<file path="src/rtl/ibexsis_pkg.sv">
// Shared types and constants for the Ibex data-port to AXI4-lite bridge.
package ibexsis_pkg;

    // Bridge sequencing states; exported on the debug state port.
    typedef enum logic [2:0] {
        IDLE,
        WADDR_DATA,
        WRESP,
        RADDR,
        RDATA,
        RESP
    } bridge_state_e;

    // AXI response codes; bit 1 set means the access failed.
    localparam logic [1:0] RESP_OKAY   = 2'b00;
    localparam logic [1:0] RESP_SLVERR = 2'b10;

    // Peripheral map: IO module first, Timer1 last.
    localparam logic [31:0] ADDR_BASE_IOMODULE = 32'h0000_4000;
    localparam logic [31:0] ADDR_BASE_TIMER1   = 32'h0000_40D0;
    localparam logic [31:0] SIZE_TIMER1        = 32'h0000_0008;

    // Bridge window: [PERIPH_LO, PERIPH_HI).
    localparam logic [31:0] PERIPH_LO = ADDR_BASE_IOMODULE;
    localparam logic [31:0] PERIPH_HI = ADDR_BASE_TIMER1 + SIZE_TIMER1;

endpackage

</file>
<file path="src/rtl/addr_window_check.sv">
// Combinational check that a byte address falls inside [ADDR_LO, ADDR_HI).
module addr_window_check #(
    parameter int            AW      = 32,
    parameter logic [AW-1:0] ADDR_LO = '0,
    parameter logic [AW-1:0] ADDR_HI = '0
) (
    input  logic [AW-1:0] addr,
    output logic          in_win
);

    assign in_win = (addr >= ADDR_LO) && (addr < ADDR_HI);

endmodule

</file>
<file path="src/rtl/ibex_axi4lite_bridge.sv">
// Ibex data-memory port to single-outstanding AXI4-lite master for the
// peripheral window. Out-of-window accesses complete locally with err=1.
//
// Handshake rule on every AXI channel: a transfer happens on the rising edge
// where valid and ready are both high; a raised valid and its payload hold
// until that edge and the valid drops on the following cycle. On the core
// side, data_gnt_o accepts the request in the same cycle and data_rvalid_o is
// a one-cycle pulse carrying data_rdata_o/data_err_o.
module ibex_axi4lite_bridge
    import ibexsis_pkg::*;
#(
    parameter int            AW      = 32,
    parameter int            DW      = 32,
    parameter int            SW      = DW / 8,
    parameter logic [AW-1:0] ADDR_LO = AW'(PERIPH_LO),
    parameter logic [AW-1:0] ADDR_HI = AW'(PERIPH_HI)
) (
    input  logic          clk_i,
    input  logic          rst_ni,
    // core data port
    input  logic          data_req_i,
    output logic          data_gnt_o,
    output logic          data_rvalid_o,
    input  logic          data_we_i,
    input  logic [SW-1:0] data_be_i,
    input  logic [AW-1:0] data_addr_i,
    input  logic [DW-1:0] data_wdata_i,
    output logic [DW-1:0] data_rdata_o,
    output logic          data_err_o,
    // AXI4-lite write address
    output logic [AW-1:0] awaddr_o,
    output logic          awvalid_o,
    input  logic          awready_i,
    // AXI4-lite write data
    output logic [DW-1:0] wdata_o,
    output logic [SW-1:0] wstrb_o,
    output logic          wvalid_o,
    input  logic          wready_i,
    // AXI4-lite write response
    input  logic          bvalid_i,
    input  logic [1:0]    bresp_i,
    output logic          bready_o,
    // AXI4-lite read address
    output logic [AW-1:0] araddr_o,
    output logic          arvalid_o,
    input  logic          arready_i,
    // AXI4-lite read data
    input  logic          rvalid_i,
    input  logic [1:0]    rresp_i,
    input  logic [DW-1:0] rdata_i,
    output logic          rready_o,
    // debug view of the sequencer
    output bridge_state_e state_o
);

    bridge_state_e state_q;
    logic [AW-1:0] addr_q;
    logic [SW-1:0] be_q;
    logic [DW-1:0] wdata_q;
    logic [DW-1:0] rdata_q;
    logic          err_q;
    logic          rvalid_q;
    logic          awvalid_q;
    logic          wvalid_q;
    logic          arvalid_q;
    logic          bready_q;
    logic          rready_q;
    logic          in_win;
    logic          aw_done;
    logic          w_done;

    addr_window_check #(
        .AW      (AW),
        .ADDR_LO (ADDR_LO),
        .ADDR_HI (ADDR_HI)
    ) u_win (
        .addr   (data_addr_i),
        .in_win (in_win)
    );

    // Accept only when no transaction is in flight.
    assign data_gnt_o = data_req_i && (state_q == IDLE);

    // A write channel is finished once its valid is gone or handshakes now.
    assign aw_done = !awvalid_q || awready_i;
    assign w_done  = !wvalid_q  || wready_i;

    // Sequencer: captures the request, drives the AXI channels, returns the response.
    always_ff @(posedge clk_i or negedge rst_ni) begin
        if (!rst_ni) begin
            state_q   <= IDLE;
            addr_q    <= '0;
            be_q      <= '0;
            wdata_q   <= '0;
            rdata_q   <= '0;
            err_q     <= 1'b0;
            rvalid_q  <= 1'b0;
            awvalid_q <= 1'b0;
            wvalid_q  <= 1'b0;
            arvalid_q <= 1'b0;
            bready_q  <= 1'b0;
            rready_q  <= 1'b0;
        end else begin
            unique case (state_q)
                IDLE: begin
                    if (data_gnt_o) begin
                        addr_q  <= {data_addr_i[AW-1:2], 2'b00};
                        be_q    <= data_be_i;
                        wdata_q <= data_wdata_i;
                        if (!in_win) begin
                            state_q  <= RESP;
                            rvalid_q <= 1'b1;
                            err_q    <= 1'b1;
                            rdata_q  <= '0;
                        end else if (data_we_i) begin
                            state_q   <= WADDR_DATA;
                            awvalid_q <= 1'b1;
                            wvalid_q  <= 1'b1;
                        end else begin
                            state_q   <= RADDR;
                            arvalid_q <= 1'b1;
                        end
                    end
                end
                WADDR_DATA: begin
                    if (awvalid_q && awready_i) awvalid_q <= 1'b0;
                    if (wvalid_q && wready_i)   wvalid_q  <= 1'b0;
                    if (aw_done && w_done) begin
                        state_q  <= WRESP;
                        bready_q <= 1'b1;
                    end
                end
                WRESP: begin
                    if (bvalid_i) begin
                        state_q  <= RESP;
                        bready_q <= 1'b0;
                        err_q    <= (bresp_i & RESP_SLVERR) != RESP_OKAY;
                        rdata_q  <= '0;
                        rvalid_q <= 1'b1;
                    end
                end
                RADDR: begin
                    if (arready_i) begin
                        state_q   <= RDATA;
                        arvalid_q <= 1'b0;
                        rready_q  <= 1'b1;
                    end
                end
                RDATA: begin
                    if (rvalid_i) begin
                        state_q  <= RESP;
                        rready_q <= 1'b0;
                        err_q    <= (rresp_i & RESP_SLVERR) != RESP_OKAY;
                        rdata_q  <= rdata_i;
                        rvalid_q <= 1'b1;
                    end
                end
                RESP: begin
                    state_q  <= IDLE;
                    rvalid_q <= 1'b0;
                end
                default: state_q <= IDLE;
            endcase
        end
    end

    assign data_rvalid_o = rvalid_q;
    assign data_rdata_o  = rdata_q;
    assign data_err_o    = err_q;
    assign awaddr_o      = addr_q;
    assign awvalid_o     = awvalid_q;
    assign wdata_o       = wdata_q;
    assign wstrb_o       = be_q;
    assign wvalid_o      = wvalid_q;
    assign bready_o      = bready_q;
    assign araddr_o      = addr_q;
    assign arvalid_o     = arvalid_q;
    assign rready_o      = rready_q;
    assign state_o       = state_q;

endmodule

</file>
<file path="config.mk">
export PLATFORM = sky130hd
export DESIGN_NAME = ibex_axi4lite_bridge
export DESIGN_NICKNAME = d
export VERILOG_FILES = /design/src/rtl/ibexsis_pkg.sv /design/src/rtl/addr_window_check.sv /design/src/rtl/ibex_axi4lite_bridge.sv
export SDC_FILE = /design/constraint.sdc
export NUM_CORES = 1
export LEC_CHECK = 0
export ABC_CLOCK_PERIOD_IN_PS = 4500
export BUFFER_PORTS_ARGS = -buffer_cell sky130_fd_sc_hd__buf_2
export CORE_MARGIN = 1
export CORE_UTILIZATION = 35
export CTS_CLUSTER_DIAMETER = 30
export DETAILED_ROUTE_END_ITERATION = 12
export PLACE_DENSITY = 0.72
export SLEW_MARGIN = 15
export SYNTH_ARGS = -nofsm -noshare
export SYNTH_HDL_FRONTEND = slang
export SYNTH_SLANG_ARGS = --single-unit
</file>
<file path="constraint.sdc">
create_clock -name clk_i -period 4.5 [get_ports clk_i]
set_input_delay 0.675 -clock clk_i [delete_from_list [all_inputs] [get_ports clk_i]]
set_output_delay 0.675 -clock clk_i [all_outputs]
set_load 0.01 [all_outputs]
</file>
-- Word level (Yosys, flattened, before mapping)
Index checks and enable logic that the tools add are counted.
- flip-flop bits (word level): 108
- output and inout port bits: 143
- word-level logic and storage cells: 94
- bits of input ports: 113
- mux-type cells: 39
- $lt $le $gt $ge: 2
- reductions and logical operators: 25
- equality and inequality tests: 16
- operators with widths (cell ; count):
    two-way mux 32 bit ; 4
    one-hot mux 32 bit (3 select lines) ; 1
    greater-or-equal comparator 32 x 15 -> 1 bit, second input constant ; 1
    less-than comparator 32 x 15 -> 1 bit, second input constant ; 1
    AND reduction 5 bit ; 6
    != test 2 bit, second input constant ; 11
    two-way mux 1 bit ; 19
    two-way mux 3 bit ; 6
    one-hot mux 3 bit (5 select lines) ; 1
    one-hot mux 1 bit (2 select lines) ; 5
    nonzero test 2 bit ; 4
    == test 3 x 2 -> 1 bit, second input constant ; 2
    == test 3 bit, second input constant ; 2
    AND reduction 3 bit ; 2
    logical AND 1 bit ; 5
    one-hot mux 1 bit (4 select lines) ; 1
    nonzero test 4 bit ; 1
    == test 3 x 1 -> 1 bit, second input constant ; 1
    logical NOT 3 bit ; 1
    one-hot mux 1 bit (3 select lines) ; 1
    nonzero test 3 bit ; 1
    logical NOT 1 bit ; 2
    logical OR 1 bit ; 2
    two-way mux 2 bit ; 1
    AND reduction 2 bit ; 1

-- Logic depth before layout (Yosys ltp)
Gate-level depths: netlist of the first run.
- depth after elaboration: 5
- gate-level depth with buffers: 6
- gate-level depth less buffers: 4

-- Modules after synthesis
From an unflattened synthesis of the first run, not the netlist that was laid out.
- cell total of the unflattened synthesis: 330
- area total of the unflattened synthesis: 4526.8 µm²
- modules (own cells, without submodules) (module ; cells each ; instances ; area an instance (µm²)):
    ibex_axi4lite_bridge ; 319 ; 1 ; 4429.2
    addr_window_check ; 11 ; 1 ; 97.6

-- Worst setup path after synthesis of the first run
OpenSTA, ideal clock, no wires.
- kind: register to output
- from: register state_q[0] (netlist: state_o[0])
- to: output port data_gnt_o
- arrival time: 1263 ps
- cell stages (with the launch flop): 6
- data required time: 3825 ps
- slack: 2562 ps
- buffers on the path: 2
- cell sequence: dfrtp_1 -> buf_2 -> nor3_4 -> nand2_4 -> inv_6 -> buf_6
- cells in the longest elaborated chain, start to end: 2
- ends and longest elaborated chain (item ; line ; text):
    from (decl) ; ibex_axi4lite_bridge.sv:56 ; bridge_state_e state_q;
    from (signal assigned) ; ibex_axi4lite_bridge.sv:91 ; state_q <= IDLE;
    from (signal assigned) ; ibex_axi4lite_bridge.sv:111 ; state_q <= RESP;
    from (signal assigned) ; ibex_axi4lite_bridge.sv:116 ; state_q <= WADDR_DATA;
    logical NOT 3 bit ; ibex_axi4lite_bridge.sv:82 ; assign data_gnt_o = data_req_i && (state_q == IDLE);
    logical AND 1 bit ; ibex_axi4lite_bridge.sv:82 ;
    to (decl) ; ibex_axi4lite_bridge.sv:22 ; output logic data_gnt_o,
Every way passes these cells.

-- Worst setup path after layout of the first run
Ends and elaborated chain as after synthesis.

==> flow_metrics.env, run 1 <==
export IMPL_status="complete, no violations"
export IMPL_p_sw_share_pct=38.0
export IMPL_first_pass_iters=7
export IMPL_ys_top_cells_by_area="dfrtp_1, mux2_4, mux2_1"
export IMPL_drive_above_1_share_pct=49.9
export IMPL_fmax_mhz=336
export IMPL_cp_slowest_cell="dfrtp_1"
export IMPL_syn_inst=401
export IMPL_cp_slowest_stage_delay_ns=0.61
export IMPL_synth_edff_count=0
export IMPL_path_buf_inv=2
export IMPL_cts_tree="yes"
export IMPL_cts_buffers_inserted=9
export IMPL_finClkSkew_ns=0.00983
export IMPL_dr_total_vias=3922
export IMPL_slew_headroom_pct=43.4
export IMPL_yosysSeqAreaShare_pct=54.2
export IMPL_vias_per_cell=4.93
export IMPL_route_detailed_drc=0
export IMPL_fin_crit_sh_pct=66.1
export IMPL_avgSynthCellArea_um2=12.4
export IMPL_p_comb_share_pct=44.1
export IMPL_globalRouteOverflowTotal=0
export IMPL_ir_drop_v=0.000202
export IMPL_regToRegSetupSlack_ns=2.26
export IMPL_critPathArrivalTime_ns=2.30
export IMPL_nets=723
export IMPL_track_usage_pct=16.8
export IMPL_hold_violations=0
export IMPL_cts_max_path_buffers=2
export IMPL_gp_congestion=0.826
export IMPL_grt_pass1_vias=3846
export IMPL_pwr_share_clk_pct=17.4
export IMPL_synth_largest_area_cell="dfrtp_1"
export IMPL_drt_iter0_markers=238
export IMPL_async_flop_share_pct=100
export IMPL_diodes=0
export IMPL_grt_pass1_wl_um=19200
export IMPL_post_cts_buffers=0
export IMPL_drv_slew=0
export IMPL_ant_nets=0
export IMPL_worst_path_max_fanout=37
export IMPL_cap_violations=0
export IMPL_h_tree_depth=3
export IMPL_final_common_cell="buf_2"
export IMPL_synth_top_area_share_pct=54.2
export IMPL_finalSetupViolations=0
export IMPL_drt_total_wl_um=12300
export IMPL_critPathKind="flip-flop to output pin"
export IMPL_crit_family="simple AND/OR/NAND/NOR gates"
export IMPL_cp_start_kind="flip-flop"
export IMPL_clkSinkCount=108
export IMPL_area_growth_pct=28.2
export IMPL_postCtsResizedCells=0
export IMPL_post_dp_cell_area_um2=6090
export IMPL_synthFlopType="dfrtp_1"
export IMPL_start_util_pct=35.9
export IMPL_finalCriticalPeriod_ns=2.97
export IMPL_worst_pin_slew_ns=0.849
export IMPL_p_leak_nw=3.20
export IMPL_io_buffers=247
export IMPL_io_pins=256
export IMPL_core_um2=13900
export IMPL_clock_latency_ns=0.34
export IMPL_p_int_w=0.00270
export IMPL_path_cells="nor3_4 > nand2_4 > inv_6 > buf_2"
export IMPL_p_per_area_nw_per_um2=681
export IMPL_wl_per_cell_um=15.5
export IMPL_finalSetupTns_ns=0
export IMPL_die_area_um2=14700
export IMPL_synth_seq_cells=108
export IMPL_stdcell_count=795
export IMPL_antenna_found_initial=1
export IMPL_fin_area_um2=6400
export IMPL_finalWorstSetupSlack_ns=1.53
export IMPL_rsz0062_at_grt="false"
export IMPL_chipWidth_um=121
export IMPL_dp_cells=778
export IMPL_required_ns=3.83
export IMPL_place_hpwl_um=8960
export IMPL_yosysUniqueCellTypes=46
export IMPL_grt_start_max_net_pins=70
export IMPL_hold_buffers=0
export IMPL_fp_dieH_um=121
export IMPL_power_switching_w=0.00166
export IMPL_synth_area_um2=4990
export IMPL_rows=43
export IMPL_clock_root_buffer="clkbuf_16"
export IMPL_dp_slack_ns=1.83
export IMPL_yosysWarnings=0
export IMPL_layout_common_cells="buf_2, dfrtp_1, nand2_1"
export IMPL_p_seq_share_pct=38.5
export IMPL_endpoint_kind="output pin"
export IMPL_clkSlewWorstSetupHoldPaths_ns=0.07
export IMPL_hp_class="input port to async pin"
export IMPL_whs_ns=0.424
## worst paths after layout
check	cells past startpoint	startpoint	end
setup reg to reg	4	state_o[0]	wdata_o[6]
hold reg to reg	1	wdata_o[13]	wdata_o[13]
max in group asynchronous	2	rst_ni	araddr_o[14]
hold / removal	1	rst_ni	wdata_o[31]
min in group clk_i	1	wdata_o[13]	wdata_o[13]
setup / recovery	4	state_o[0]	data_gnt_o
## worst register-to-register path: stages (launching register included)
cell and delay [ns]:
dfrtp_1 0.61, nor3_4 0.31, nand2_4 0.36, inv_6 0.44, mux2_1 0.40
## logic make-up after synthesis
family | share of synthesized area (%)
flops | 54.2
compound gates | 12.0
simple gates | 8.08
mux | 17.4
buf+inv | 8.33
other cells | 0.0752
## registers in the layout, indices dropped and copies added (netlist names), 3 cells and up
name and flops:
araddr_o 30, data_rdata_o 32, state_o 3, wdata_o 32, wstrb_o 4
## stage by stage
| step | power, W | utilization (%) |
|---|---|---|
| 3_3_place_gp | 0.00357 | 43.9 |
| 3_5_place_dp | 0.00363 | 43.9 |
| 5_1_grt | 0.00467 | 46.1 |
| 4_1_cts | 0.00441 | 46.0 |
| 2_1_floorplan | 0.00302 | - |
| 6_report | 0.00436 | 46.1 |
## synthesized netlist by cell type (all sizes together) (3+ instances only)
library cell and count:
nand2b 4, inv 3, o21ai 38, a22oi 32, a21oi 4, nor2 4, clkbuf 3, dfrtp 108
mux2 67, a2bb2oi 4, nor3 3, nor4 8, buf 53, nand4 3, nand2 39
## routing by layer
| metal | share of wire (%) | vias up | global-route usage [%] |
|---|---|---|---|
| li1 | - | 1834 | - |
| met1 | 42 | 1891 | 20.6 |
| met2 | 49 | 172 | 28.1 |
| met3 | 6.5 | 23 | 3.48 |
| met4 | 2.4 | 2 | 7.95 |
| met5 | 0.11 | - | 0 |
## final cells by class
cell class,count,area [um2]
fillers,1293,7480
flip-flops and latches,108,2700
clock buffers,10,239
clock inverters,6,47.5
repair buffers,251,1280
inverters,3,16.3
multi-input cells,237,1890
well taps,180,225
## power by group through the flow
stage / registers [W] / clock network [W] / logic, W
after global routing: 0.00174 / 0.000825 / 0.00211
after CTS: 0.00168 / 0.000791 / 0.00194
after detailed placement: 0.00169 / 0 / 0.00193
final: 0.00168 / 0.000758 / 0.00192
after floorplan: 0.00183 / 0 / 0.00120
after global placement: 0.00167 / 0 / 0.00190
(Power assumes the default switching activity.)
==> run 2: changes to the inputs <==
--- a/config.mk
+++ b/config.mk
@@ -5,13 +5,14 @@
 export SDC_FILE = /design/constraint.sdc
 export NUM_CORES = 1
 export LEC_CHECK = 0
-export ABC_CLOCK_PERIOD_IN_PS = 4500
+export ABC_AREA = 1
+export ABC_CLOCK_PERIOD_IN_PS = 2600
 export BUFFER_PORTS_ARGS = -buffer_cell sky130_fd_sc_hd__buf_2
 export CORE_MARGIN = 1
 export CORE_UTILIZATION = 35
 export CTS_CLUSTER_DIAMETER = 30
 export DETAILED_ROUTE_END_ITERATION = 12
-export PLACE_DENSITY = 0.72
+export PLACE_DENSITY = 0.75
 export SLEW_MARGIN = 15
 export SYNTH_ARGS = -nofsm -noshare
 export SYNTH_HDL_FRONTEND = slang
==> constraint.sdc (replaced) <==
create_clock -name clk_i -period 2.6 [get_ports clk_i]
set_input_delay 0.39 -clock clk_i [delete_from_list [all_inputs] [get_ports clk_i]]
set_output_delay 0.39 -clock clk_i [all_outputs]
set_load 0.01 [all_outputs]
==> run 2 against run 1 <==
Net effect:
- design area is 1.6% lower
- synthesized area is 3.7% lower
- die area is 3.6% lower
- sequential share of layout area is 0.70 points higher
- global-route usage is 0.58 points higher
- hold slack worse by 0.19 ns
- critical path depth is 3 higher
- first-iteration DRC count is 15% lower
- clock skew is 0.0020 ns lower
- non-clock buffer count is 3 higher
- sequential power is 80% higher
- combinational power is 86% higher
==> flow_metrics.env, run 2 <==
export IMPL_status="complete, no violations"
export IMPL_synth_area_um2=4800
export IMPL_avgSynthCellArea_um2=8.33
export IMPL_hold_violations=0
export IMPL_path_cells="inv_2 > nand2_4 > inv_1 > nand2_1 > nor2_4 > buf_4 > buf_2"
export IMPL_p_per_area_nw_per_um2=1260
export IMPL_synth_commonest_cells="nand2_1, dfrtp_1, inv_1"
export IMPL_clock_latency_ns=0.35
export IMPL_regToRegSetupSlack_ns=0.72
export IMPL_yosysSeqAreaShare_pct=56.3
export IMPL_whs_ns=0.237
export IMPL_fin_area_um2=6290
export IMPL_ir_drop_v=0.000546
export IMPL_cts_buffers_inserted=9
export IMPL_p_leak_nw=3.64
export IMPL_dr_total_vias=4274
export IMPL_clkSinkCount=108
export IMPL_post_cts_buffers=0
export IMPL_wl_per_cell_um=12.6
export IMPL_finalSetupViolations=0
export IMPL_worst_pin_slew_ns=0.534
export IMPL_antenna_found_initial=0
export IMPL_drive_above_1_share_pct=36.1
export IMPL_first_pass_iters=4
export IMPL_cp_slowest_stage_delay_ns=0.46
export IMPL_h_tree_depth=3
export IMPL_finClkSkew_ns=0.00788
export IMPL_yosysUniqueCellTypes=27
export IMPL_layout_common_cells="nand2_1, buf_2, dfrtp_1"
export IMPL_post_dp_cell_area_um2=5990
export IMPL_p_int_w=0.00466
export IMPL_clock_root_buffer="clkbuf_16"
export IMPL_die_area_um2=14200
export IMPL_synth_edff_count=0
export IMPL_synth_seq_cells=108
export IMPL_p_sw_share_pct=41.4
export IMPL_path_buf_inv=4
export IMPL_critPathKind="flip-flop to output pin"
export IMPL_vias_per_cell=4.41
export IMPL_start_util_pct=36.1
export IMPL_chipWidth_um=119
export IMPL_gp_congestion=0.803
export IMPL_p_comb_share_pct=44.8
export IMPL_cp_slowest_cell="dfrtp_1"
export IMPL_cts_tree="yes"
export IMPL_dp_cells=952
export IMPL_drt_iter0_markers=202
export IMPL_critPathArrivalTime_ns=1.91
export IMPL_core_um2=13300
export IMPL_finalSetupTns_ns=0
export IMPL_syn_inst=577
export IMPL_clkSlewWorstSetupHoldPaths_ns=0.07
export IMPL_yosysMostFrequentCell="nand2_1"
export IMPL_final_common_cell="nand2_1"
export IMPL_diodes=0
export IMPL_rsz0062_at_grt="false"
export IMPL_worst_path_max_fanout=43
export IMPL_grt_pass1_vias=3857
export IMPL_io_pins=256
export IMPL_cts_max_path_buffers=2
export IMPL_async_flop_share_pct=100
export IMPL_ys_top_cells_by_area="dfrtp_1, nand2_1, buf_4"
export IMPL_synth_top_area_share_pct=56.3
export IMPL_power_switching_w=0.00330
export IMPL_grt_start_max_net_pins=68
export IMPL_globalRouteOverflowTotal=0
export IMPL_synthFlopType="dfrtp_1"
export IMPL_power_w=0.00795
export IMPL_synth_largest_area_cell="dfrtp_1"
export IMPL_fp_dieH_um=119
export IMPL_fmax_mhz=436
export IMPL_endpoint_kind="output pin"
export IMPL_rows=42
export IMPL_drt_total_wl_um=12200
export IMPL_io_buffers=247
export IMPL_p_seq_share_pct=37.9
export IMPL_cap_violations=0
export IMPL_crit_family="buffers and inverters"
export IMPL_stdcell_count=969
export IMPL_nets=901
export IMPL_cp_start_kind="flip-flop"
export IMPL_hp_class="input port to flip-flop"
export IMPL_area_growth_pct=31.0
export IMPL_track_usage_pct=17.4
export IMPL_required_ns=2.21
export IMPL_ant_nets=0
export IMPL_finalCriticalPeriod_ns=2.30
export IMPL_yosysWarnings=0
export IMPL_place_hpwl_um=9090
export IMPL_pwr_share_clk_pct=17.2
export IMPL_grt_pass1_wl_um=19300
export IMPL_route_detailed_drc=0
export IMPL_slew_headroom_pct=64.3
export IMPL_fin_crit_sh_pct=88.3
export IMPL_drv_slew=0
-- run 2: changes by cell type after synthesis, sizes merged, moves of 4 or more --
cell and delta:
clkbuf +14, inv +41, a2bb2oi -4, mux2 -67, nor2 +16, a22oi -32
nand2b -4, nand3 +7, o21ai +22, buf -13, nor4 -8, nand2 +225
-- run 2: power groups by stage --
stage	combinational (W)	clock, W	sequential, W
finish	0.00357	0.00137	0.00302
global route	0.00398	0.00149	0.00312
CTS	0.00361	0.00142	0.00302
detailed placement	0.00362	0	0.00303
global placement	0.00354	0	0.00301
floorplan	0.00202	0	0.00340
-- run 2: final timing paths --
check / start / endpoint / cells after the start
hold / removal: data_wdata_i[7] / wdata_o[7] / 3
max in group asynchronous: rst_ni / data_rdata_o[18] / 3
setup / recovery: state_o[0] / data_gnt_o / 7
setup reg to reg: state_o[0] / araddr_o[24] / 8
hold reg to reg: wdata_o[12] / wdata_o[12] / 2
min in group asynchronous: rst_ni / data_rdata_o[14] / 2
-- run 2: logic make-up after synthesis --
family                 after synthesis  synth area share (%)
flip-flops                         108                  56.2
AND/OR/NAND/NOR                    297                  24.6
AO/OA/AOI/OAI                       70                  7.84
buffers and inverters              101                  11.2
other                                1                0.0781
-- run 2: cell type report --
class                      count  area (um2)
fill                        1317        7000
tap                          176         220
inverter                      44         165
clock inverter                 4        48.8
multi-input combinational    371        1580
timing repair buffer         254        1330
clock buffer                  12         246
sequential                   108        2700
-- run 2: metal layers --
layer | wire [um] | part of all wire (%) | global-route usage, %
met1 | 5320 | 44 | 22.0
met2 | 6060 | 50 | 29.0
met3 | 449 | 3.7 | 2.25
met4 | 365 | 3.0 | 9.02
met5 | 0 | 0 | 0
-- run 2: per-stage QoR --
stage | util [%] | setup slack (ns)
global route | 47.3 | 0.165
detailed placement | 45.0 | 0.675
finish | 47.3 | 0.304
floorplan | - | 0.906
CTS | 47.3 | 0.286
global placement | 45.0 | 0.670
-- run 2: tightest hold or removal path: cells and delay by family --
family,cells,cell delay (ns)
buffers and inverters,1,0.07
and+or+nand+nor,2,0.09
-- run 2: what timing repair did --
| action | CTS | global route |
|---|---|---|
| gates resized for setup | 0 | 0 |
| endpoints found under the hold margin | 25 | 0 |
| hold buffers | 1 | 0 |
==> run 3: changes to the inputs <==
--- a/config.mk
+++ b/config.mk
@@ -5,9 +5,9 @@
 export SDC_FILE = /design/constraint.sdc
 export NUM_CORES = 1
 export LEC_CHECK = 0
-export ABC_AREA = 1
 export ABC_CLOCK_PERIOD_IN_PS = 2600
-export BUFFER_PORTS_ARGS = -buffer_cell sky130_fd_sc_hd__buf_2
+export BUFFER_PORTS_ARGS = -buffer_cell sky130_fd_sc_hd__buf_4
+export CAP_MARGIN = 15
 export CORE_MARGIN = 1
 export CORE_UTILIZATION = 35
 export CTS_CLUSTER_DIAMETER = 30
==> run 3 against run 2 <==
Net effect:
- hold slack got worse by 0.20 ns
- wire length increased by 7.0%
- register-to-register slack improved by 0.15 ns
- critical path depth decreased by 2
- global-route usage increased by 0.24 points
- clock skew increased by 0.0055 ns
- power increased by 3.4%
- sequential power decreased by 4%
- critical path type unchanged
- largest cell class unchanged
==> flow_metrics.env, run 3 (synthesized netlist as in run 1, its figures left out) <==
export IMPL_post_cts_buffers=0
export IMPL_io_pins=256
export IMPL_p_leak_nw=3.41
export IMPL_track_usage_pct=17.6
export IMPL_diodes=0
export IMPL_drv_slew=0
export IMPL_cp_slowest_stage_delay_ns=0.36
export IMPL_endpoint="data_gnt_o"
export IMPL_drt_total_wl_um=13100
export IMPL_cp_start_kind="flip-flop"
export IMPL_seqCellArea_um2=2700
export IMPL_critPathKind="flip-flop to output pin"
export IMPL_dr_total_vias=3941
export IMPL_ant_nets=0
export IMPL_critPathArrivalTime_ns=1.71
export IMPL_regToRegSetupSlack_ns=0.87
export IMPL_clkSinkCount=108
export IMPL_h_tree_depth=3
export IMPL_die_area_um2=14700
export IMPL_antenna_found_initial=0
export IMPL_io_buffers=247
export IMPL_chipWidth_um=121
export IMPL_fp_dieH_um=121
export IMPL_vias_per_cell=4.93
export IMPL_clock_root_buffer="clkbuf_16"
export IMPL_worst_pin_slew_ns=0.563
export IMPL_startpoint="state_o[0]"
export IMPL_endpoint_kind="output pin"
export IMPL_hold_buffers=0
export IMPL_status="complete, no violations"
export IMPL_grt_start_max_net_pins=44
export IMPL_grt_pass1_wl_um=20100
export IMPL_slew_headroom_pct=62.5
export IMPL_layout_common_cells="buf_4, dfrtp_1, nand2_1"
export IMPL_whs_ns=0.0372
export IMPL_drive_above_1_share_pct=50.0
export IMPL_cp_slowest_cell="dfrtp_1"
export IMPL_multi_input_area_um2=1890
export IMPL_r2r_end="araddr_o[28]"
export IMPL_area_growth_pct=41.6
export IMPL_final_common_cell="buf_4"
export IMPL_rsz0062_at_grt="false"
export IMPL_required_ns=2.21
export IMPL_hold_violations=0
export IMPL_first_pass_iters=4
export IMPL_rows=43
export IMPL_finalSetupTns_ns=0
export IMPL_worst_path_max_fanout=37
export IMPL_finalSetupViolations=0
export IMPL_cts_buffers_inserted=9
export IMPL_path_cells="buf_4 > nor3_4 > nand2_4 > inv_6 > buf_4"
export IMPL_cap_violations=0
export IMPL_cts_tree="yes"
export IMPL_nets=728
export IMPL_finClkSkew_ns=0.0134
export IMPL_cpMostUsedCell="buf_4"
export IMPL_finalCriticalPeriod_ns=2.10
export IMPL_r2r_start="state_o[2]"
export IMPL_start_util_pct=35.9
export IMPL_postCtsResizedCells=0
export IMPL_ff2ff_path_depth=4
export IMPL_wl_per_cell_um=16.3
export IMPL_drt_iter0_markers=170
export IMPL_fmax_mhz=476
export IMPL_core_um2=13900
export IMPL_route_detailed_drc=0
export IMPL_place_hpwl_um=9720
export IMPL_fin_crit_sh_pct=80.8
export IMPL_p_per_area_nw_per_um2=1160
export IMPL_num_fill_cells=1226
export IMPL_grt_pass1_vias=3873
export IMPL_cts_max_path_buffers=2
export IMPL_ir_drop_v=0.000499
export IMPL_globalRouteOverflowTotal=0
export IMPL_hp_class="input port to async pin"
export IMPL_clock_latency_ns=0.35
export IMPL_clkSlewWorstSetupHoldPaths_ns=0.07
export IMPL_gp_congestion=0.830
-- run 3: cell count changes in the layout (fill, tap and decap cells not counted), moves of 7 or more --
cell | previous run | this run
buf_4 | 4 | 255
buf_2 | 246 | 0
nand2_1 | 258 | 38
inv_1 | 40 | 1
mux2_1 | 0 | 36
a22oi_1 | 0 | 32
mux2_4 | 0 | 30
o21ai_0 | 30 | 6
nor2_1 | 16 | 4
nand3_1 | 9 | 2
-- run 3: worst max-delay path, delay by kind of cell, from the launching register on --
kind,cells,cell delay (ns)
simple gates,2,0.32
buf+inv,3,0.65
flops,1,0.36
-- run 3: metrics by stage --
step	util [%]	worst slack (ns)	instances	cell area [um2]	power (W)
global placement	48.7	0.513	784	6770	0.00679
CTS	50.9	0.472	800	7070	0.00833
finish	50.9	0.500	800	7070	0.00822
detailed placement	48.7	0.472	784	6770	0.00692
global route	50.9	0.412	800	7070	0.00876
floorplan	-	0.896	404	5000	0.00523
-- run 3: worst min path at each step --
stage | start | end | slack (ns) | cells after the start
after floorplan | rst_ni | araddr_o[10] | 0.09 | 0
after global placement | rst_ni | wdata_o[11] | 0.41 | 1
after detailed placement | rst_ni | wdata_o[20] | 0.42 | 1
after CTS | rst_ni | wdata_o[20] | 0.04 | 1
after global routing | rst_ni | wdata_o[14] | 0.06 | 1
final | rst_ni | wdata_o[14] | 0.04 | 1
-- run 3: report_power, final --
group	total (W)	switching (W)	internal, W	leakage, nW
Sequential	0.00289	0.000506	0.00239	1.33
Combinational	0.00395	0.00180	0.00215	1.93
Clock	0.00138	0.000623	0.000757	0.147
-- run 3: layout make-up --
type                       count  area share, %
clock buffer                  10           3.24
inverter                       3          0.230
timing repair buffer         256           27.4
clock inverter                 6          0.992
tap                          180           3.19
sequential                   108           38.3
multi-input combinational    237           26.7
-- run 3: routing by layer --
layer | part of all wire [%] | routed length (um) | global-route usage, % | vias up
met5 | 0 | 0 | 0 | -
met4 | 2.0 | 255 | 7.18 | 0
met2 | 50 | 6510 | 30.0 | 179
met1 | 40 | 5260 | 21.5 | 1910
li1 | - | - | - | 1835
met3 | 7.9 | 1030 | 3.71 | 17
